`src/rtl/dma_pkg.sv`:
```
// Shared definitions for the DMA engines: default bus geometry, the descriptor
// length width and the reader state encoding.
package dma_pkg;
    localparam int DMA_DATA_WIDTH = 32;
    localparam int DMA_ADDR_WIDTH = 9;
    localparam int DMA_LEN_WIDTH  = DMA_ADDR_WIDTH + 1;

    typedef enum logic [1:0] {
        ST_IDLE  = 2'd0,
        ST_READ  = 2'd1,
        ST_DRAIN = 2'd2
    } dma_state_t;
endpackage

```
`src/rtl/dma_rd_fifo.sv`:
```
// Output buffer for the DMA reader: synchronous FIFO holding a data word plus
// its end-of-descriptor flag, with a registered occupancy count.
module dma_rd_fifo
    import dma_pkg::*;
#(
    parameter int DATA_WIDTH = DMA_DATA_WIDTH,
    parameter int FIFO_DEPTH = 4,
    localparam int PTR_W     = $clog2(FIFO_DEPTH),
    localparam int CNT_W     = PTR_W + 1
) (
    input  logic                  clk,
    input  logic                  rst_n,
    input  logic                  push,
    input  logic [DATA_WIDTH-1:0] push_data,
    input  logic                  push_last,
    input  logic                  pop,
    output logic [DATA_WIDTH-1:0] pop_data,
    output logic                  pop_last,
    output logic [CNT_W-1:0]      count,
    output logic                  empty
);
    logic [DATA_WIDTH:0] store [FIFO_DEPTH];
    logic [PTR_W-1:0]    wr_ptr;
    logic [PTR_W-1:0]    rd_ptr;

    // Storage carries data only, so it is left out of reset.
    always_ff @(posedge clk) begin
        if (push) begin
            store[wr_ptr] <= {push_last, push_data};
        end
    end

    always_ff @(posedge clk) begin
        if (!rst_n) begin
            wr_ptr <= '0;
            rd_ptr <= '0;
            count  <= '0;
        end else begin
            if (push) wr_ptr <= wr_ptr + PTR_W'(1);
            if (pop)  rd_ptr <= rd_ptr + PTR_W'(1);
            case ({push, pop})
                2'b10:   count <= count + CNT_W'(1);
                2'b01:   count <= count - CNT_W'(1);
                default: count <= count;
            endcase
        end
    end

    assign {pop_last, pop_data} = store[rd_ptr];
    assign empty = (count == '0);
endmodule

```
`src/rtl/dma_reader.sv`:
```
// DMA read engine: walks a descriptor through the SRAM read port and streams
// the words, in address order, to the PE array through a small output FIFO.
module dma_reader
    import dma_pkg::*;
#(
    parameter int DATA_WIDTH = DMA_DATA_WIDTH,
    parameter int ADDR_WIDTH = DMA_ADDR_WIDTH,
    parameter int FIFO_DEPTH = 4
) (
    input  logic                  clk,
    input  logic                  rst_n,
    input  logic                  cmd_valid,
    output logic                  cmd_ready,
    input  logic [ADDR_WIDTH-1:0] cmd_addr,
    input  logic [ADDR_WIDTH:0]   cmd_len,
    output logic                  mem_ceb,
    output logic                  mem_web,
    output logic [ADDR_WIDTH-1:0] mem_a,
    input  logic [DATA_WIDTH-1:0] mem_q,
    output logic [DATA_WIDTH-1:0] port_out,
    output logic                  port_valid,
    input  logic                  port_ready,
    output logic                  port_last,
    output logic                  busy,
    output logic                  done
);
    localparam int LEN_W = ADDR_WIDTH + 1;
    localparam int CNT_W = $clog2(FIFO_DEPTH) + 1;

    dma_state_t            state_q, state_d;
    logic [ADDR_WIDTH-1:0] addr_q;
    logic [LEN_W-1:0]      rem_q;
    logic                  issue_p0;
    logic                  vld_p1;
    logic                  last_p1;
    logic                  zero_done_q;
    logic                  accept;
    logic                  pop;
    logic [CNT_W-1:0]      fifo_count;
    logic                  fifo_empty;
    logic [DATA_WIDTH-1:0] fifo_data;
    logic                  fifo_last;
    logic [CNT_W-1:0]      occupancy;

    assign cmd_ready = rst_n && (state_q == ST_IDLE);
    assign accept    = cmd_valid && cmd_ready;
    assign pop       = !fifo_empty && port_ready;
    // Reserve a FIFO slot for every read in flight; built from registers only.
    assign occupancy = fifo_count + CNT_W'(vld_p1);

    always_comb begin
        state_d  = state_q;
        issue_p0 = 1'b0;
        case (state_q)
            ST_IDLE: begin
                if (accept && (cmd_len != '0)) state_d = ST_READ;
            end
            ST_READ: begin
                issue_p0 = (occupancy < CNT_W'(FIFO_DEPTH));
                if (issue_p0 && (rem_q == LEN_W'(1))) state_d = ST_DRAIN;
            end
            ST_DRAIN: begin
                if (pop && fifo_last) state_d = ST_IDLE;
            end
            default: state_d = ST_IDLE;
        endcase
    end

    // p0 -> p1: SRAM read issued, data returns on mem_q next cycle
    always_ff @(posedge clk) begin
        if (!rst_n) begin
            state_q     <= ST_IDLE;
            addr_q      <= '0;
            rem_q       <= '0;
            vld_p1      <= 1'b0;
            last_p1     <= 1'b0;
            zero_done_q <= 1'b0;
        end else begin
            state_q     <= state_d;
            vld_p1      <= issue_p0;
            last_p1     <= issue_p0 && (rem_q == LEN_W'(1));
            zero_done_q <= accept && (cmd_len == '0);
            if (accept && (cmd_len != '0)) begin
                addr_q <= cmd_addr;
                rem_q  <= cmd_len;
            end else if (issue_p0) begin
                addr_q <= addr_q + ADDR_WIDTH'(1);
                rem_q  <= rem_q - LEN_W'(1);
            end
        end
    end

    // p1 -> p2: returned word captured into the output FIFO
    dma_rd_fifo #(
        .DATA_WIDTH(DATA_WIDTH),
        .FIFO_DEPTH(FIFO_DEPTH)
    ) u_fifo (
        .clk      (clk),
        .rst_n    (rst_n),
        .push     (vld_p1),
        .push_data(mem_q),
        .push_last(last_p1),
        .pop      (pop),
        .pop_data (fifo_data),
        .pop_last (fifo_last),
        .count    (fifo_count),
        .empty    (fifo_empty)
    );

    assign mem_ceb    = !issue_p0;
    assign mem_web    = 1'b1;
    assign mem_a      = addr_q;
    assign port_valid = !fifo_empty;
    assign port_out   = fifo_empty ? '0 : fifo_data;
    assign port_last  = !fifo_empty && fifo_last;
    assign busy       = (state_q != ST_IDLE);
    assign done       = zero_done_q || ((state_q == ST_DRAIN) && pop && fifo_last);
endmodule

```
`config.mk`:
```
export PLATFORM = sky130hd
export DESIGN_NAME = dma_reader
export DESIGN_NICKNAME = d
export VERILOG_FILES = /design/src/rtl/dma_pkg.sv /design/src/rtl/dma_rd_fifo.sv /design/src/rtl/dma_reader.sv
export SDC_FILE = /design/constraint.sdc
export NUM_CORES = 1
export LEC_CHECK = 0
export BUFFER_PORTS_ARGS = -buffer_cell sky130_fd_sc_hd__buf_4
export CAP_MARGIN = 30
export CORE_MARGIN = 4
export CORE_UTILIZATION = 51
export DETAILED_ROUTE_END_ITERATION = 16
export GPL_TIMING_DRIVEN = 0
export PLACE_DENSITY = 0.83
export SLEW_MARGIN = 20
export SYNTH_ARGS = -nofsm -noshare
export SYNTH_HDL_FRONTEND = slang
export SYNTH_HIERARCHICAL = 1
export SYNTH_SLANG_ARGS = --single-unit
```
`constraint.sdc`:
```
create_clock -name clk -period 1.9 [get_ports clk]
set_input_delay 0.095 -clock clk [delete_from_list [all_inputs] [get_ports clk]]
set_output_delay 0.095 -clock clk [all_outputs]
set_load 0.01 [all_outputs]
```
==> results by group <==
Routing
  • Routed wire length: 15250 um
  • Iteration count of the initial detailed-routing pass: 5
  • Drt via density: between 5 and 6
  • DRT antenna net count: 0
  • DRC Markers: 0
  • Number of DRC markers in iteration 0: between 300 and 400
  • Vias: 4500
  • Routed WL per cell: roughly 19 um

GRT
  • Pin count of the biggest net entering global routing: 20
  • Wire length of the first global-routing pass: 23560 um
  • Vias in the first global route: between 4000 and 5000
  • Gr ovfl total: 0
  • Antenna violations before repair: 0
  • GRT Overall Usage: 20.44%

Synthesis
  • Post-synth cell types: 57
  • Syn avg cell area: 16.12 um^2
  • Post-Syn Area: 6849 um^2
  • Seq/Total Area, Yosys: approximately 68%
  • Post-Syn Instances: 425
  • Post-Syn Nets: 489
  • Yosys warns: 6
  • Post-synth EDFFs: 132
  • Dominant synthesized flop cell: edfxtp_1
  • Async SR Flop Fraction: 0%
  • Synth Register Bits: roughly 170

Final layout
  • Post-route cell area: 9507 um^2
  • Filler cell count: 783
  • Share of cells above drive strength 1: 39.59%
  • Post-Layout Cell Count: 805
  • Antenna diode count: 0
  • Synth-to-layout area growth: 38.80%
  • Nets@finish: 680

Clocking
  • CTS Buf Count: 17
  • Max clock buf depth: 2
  • Worst skew pair latency: 410 ps
  • H-tree levels: 4
  • CTS root buf: clkbuf_16
  • TritonCTS Sinks: 165
  • Worst-path clk slew: 60 ps
  • TritonCTS clock tree: built

Placed design
  • Cell Area, Placed: 7951 um^2
  • Placed Instances: 706
  • Buffers on Ports: 101
  • Place WS: -401.8 ps
  • RePlAce Congestion: a little under 0.9
  • Hpwl dp: 9263 um

Setup path
  • WS Path Type: reg -> out
  • CP arrival: 1870 ps
  • Crit-path slowest cell: mux4_2
  • Worst Path Max Fanout: 6
  • CP Capture Type: output pin
  • CP max stage delay: 480 ps
  • WP buf/inv: 3
  • Family with the most delay on the worst path: multiplexers
  • Cell Chain, Critical Path: buf_12 -> clkbuf_16 -> mux4_2 -> nor2b_1 -> buf_4
  • CP Launch Type: flip-flop
  • CP required: around 1800 ps

Power and ir drop
  • Leak: about 3.4 nW
  • Max rail drop VDD: 0.0006499 V
  • Net Switching: 0.003141 W
  • Sequential power share: 39.1%
  • Int Pwr: 0.007831 W
  • Net Sw Frac: 28.63%
  • Combinational group share of total power: 33.2%
  • PwrDens: 1154 nW/um^2
  • Clock Power Share: 27.8%

Timing
  • Final number of max-transition violations: 0
  • Worst Hold Margin: between 30 and 40 ps
  • Fmax achieved: 509.0 MHz
  • Least-Margin Pin Slew: 518.0 ps
  • Max_slew headroom: 65.47%
  • Final hold viol count: 0
  • Setup WS post-layout: -64.83 ps
  • Final setup vio count: 27
  • Crit path time final: 1965 ps
  • RSZ-0062 raised after global routing: yes
  • Setup tns final: -892.1 ps
  • Final Skew: 4.844 ps
  • Final period util: 103.4%

Floorplanning
  • IO Pins: 103
  • Area of the core: about 13000 um^2
  • Site Rows: 42
  • Die area: 15350 um^2
  • Height of the die: 123.9 um
  • Die W: 123.9 um
  • Starting density of the core: 51.93%

Status
  • Violated checks: negative setup slack
  • Status: complete, but fails checks

Run
  • Max-Cap Viols: 0

Min path
  • Type of the most critical hold path: in -> reg
final timing paths:
path	cells past startpoint	slack, ps	start	endpoint
setup / recovery	5	-60	flip-flop	port_out[8]
hold / removal	4	40	cmd_len[2]	rem_q[2]
setup reg to reg	9	50	u_fifo/count[0]	u_fifo/count[2]
hold reg to reg	2	480	rem_q[1]	rem_q[1]
sequential cells by signal (all words and copies together) (netlist names), named ones only:
register / flops
u_fifo/count: 3
u_fifo/store: 132
zero_done_q: 1
vld_p1: 1
u_fifo/rd_ptr: 2
mem_a: 9
state_q: 2
u_fifo/wr_ptr: 2
rem_q: 10
last_p1: 1
placed cells by master, fill, tap and decap left out, types with 6 or more instances in the layout:
cell type	netlist	final
a21oi_1	11	11
a31oi_1	9	9
and2_1	12	8
buf_16	0	6
buf_4	2	103
buf_6	1	16
clkbuf_16	0	18
clkinvlp_4	0	8
dfxtp_1	33	27
dlygate4sd3_1	0	51
edfxtp_1	132	132
ha_1	8	7
inv_1	11	11
mux4_2	30	32
nand2_1	16	16
nand3_1	13	13
nor2b_1	37	15
nor2b_4	0	21
o21ai_0	12	12
timing repair:
| item | CTS | global route |
|---|---|---|
| setup endpoints to repair | 56 | 44 |
| endpoints found under the hold margin | 152 | 0 |
| hold buffers | 51 | 0 |
| buffers inserted | 10 | 5 |
| cloned | 2 | 1 |
| pin swaps | 3 | 3 |
| resized for setup | 48 | 47 |
power by group through the flow:
| stage | sequential [W] | clock [W] | combinational, W |
|---|---|---|---|
| 2_1_floorplan | 0.00430 | 0 | 0.00168 |
| 3_3_place_gp | 0.00432 | 0 | 0.00258 |
| 3_5_place_dp | 0.00433 | 0 | 0.00268 |
| 4_1_cts | 0.00427 | 0.00311 | 0.00331 |
| 5_1_grt | 0.00431 | 0.00328 | 0.00390 |
| 6_report | 0.00428 | 0.00305 | 0.00364 |
per-stage QoR:
step                utilization [%]  total power, W
finish                        72.07         0.01097
global route                  72.07         0.01149
CTS                           70.40         0.01069
detailed placement            60.28        0.007008
global placement              59.41        0.006895
floorplan                         -        0.005982
area by class of cell:
| class | count | area (um^2) | share of cell area [%] |
|---|---|---|---|
| multi-input combinational | 226 | 2232 | 23.48 |
| clock buffer | 18 | 429.2 | 4.514 |
| clock inverter | 14 | 105.1 | 1.106 |
| sequential | 165 | 4644 | 48.85 |
| inverter | 13 | 57.56 | 0.6054 |
| buffer | 19 | 161.4 | 1.698 |
| tap | 176 | 220.2 | 2.316 |
| timing repair buffer | 174 | 1657 | 17.43 |
worst register-to-register path: stages (launching register included):
cell and delay, ps:
dfxtp_4 370, nor3_4 40, buf_4 140, nor2b_4 130, ha_4 150, inv_1 50
fa_2 330, xor2_1 160, or3_1 310, a21boi_1 110
cell families after synthesis:
family | synth area share [%]
flops | 67.52
simple gates | 10.08
compound gates | 5.590
mux | 11.33
buf+inv | 2.904
fa+ha+maj | 1.754
xor+xnor | 0.7674
other cells | 0.05475
cells in the mapped netlist, types with 9 or more instances:
library cell    n  area share [%]
mux4_2         30             9.9
nand2_1        16            0.88
nor2b_1        37             3.4
nand3_1        13            0.95
clkbuf_1        9            0.49
o21ai_0        12            0.88
dfxtp_1        33             9.6
a31oi_1         9            0.82
a21oi_1        11            0.80
edfxtp_1      132              58
inv_1          11            0.60
and2_1         12             1.1
routing by layer:
| metal | wire length (um) | share of wire [%] | vias up | global-route usage (%) |
|---|---|---|---|---|
| met1 | 6013 | 39 | 2272 | 25.77 |
| met5 | 0 | 0 | - | 0 |
| met3 | 888 | 5.8 | 13 | 4.632 |
| met2 | 8169 | 54 | 170 | 35.52 |
| met4 | 182 | 1.2 | 0 | 5.952 |
| li1 | - | - | 2045 | - |
(Power assumes the default switching activity.)
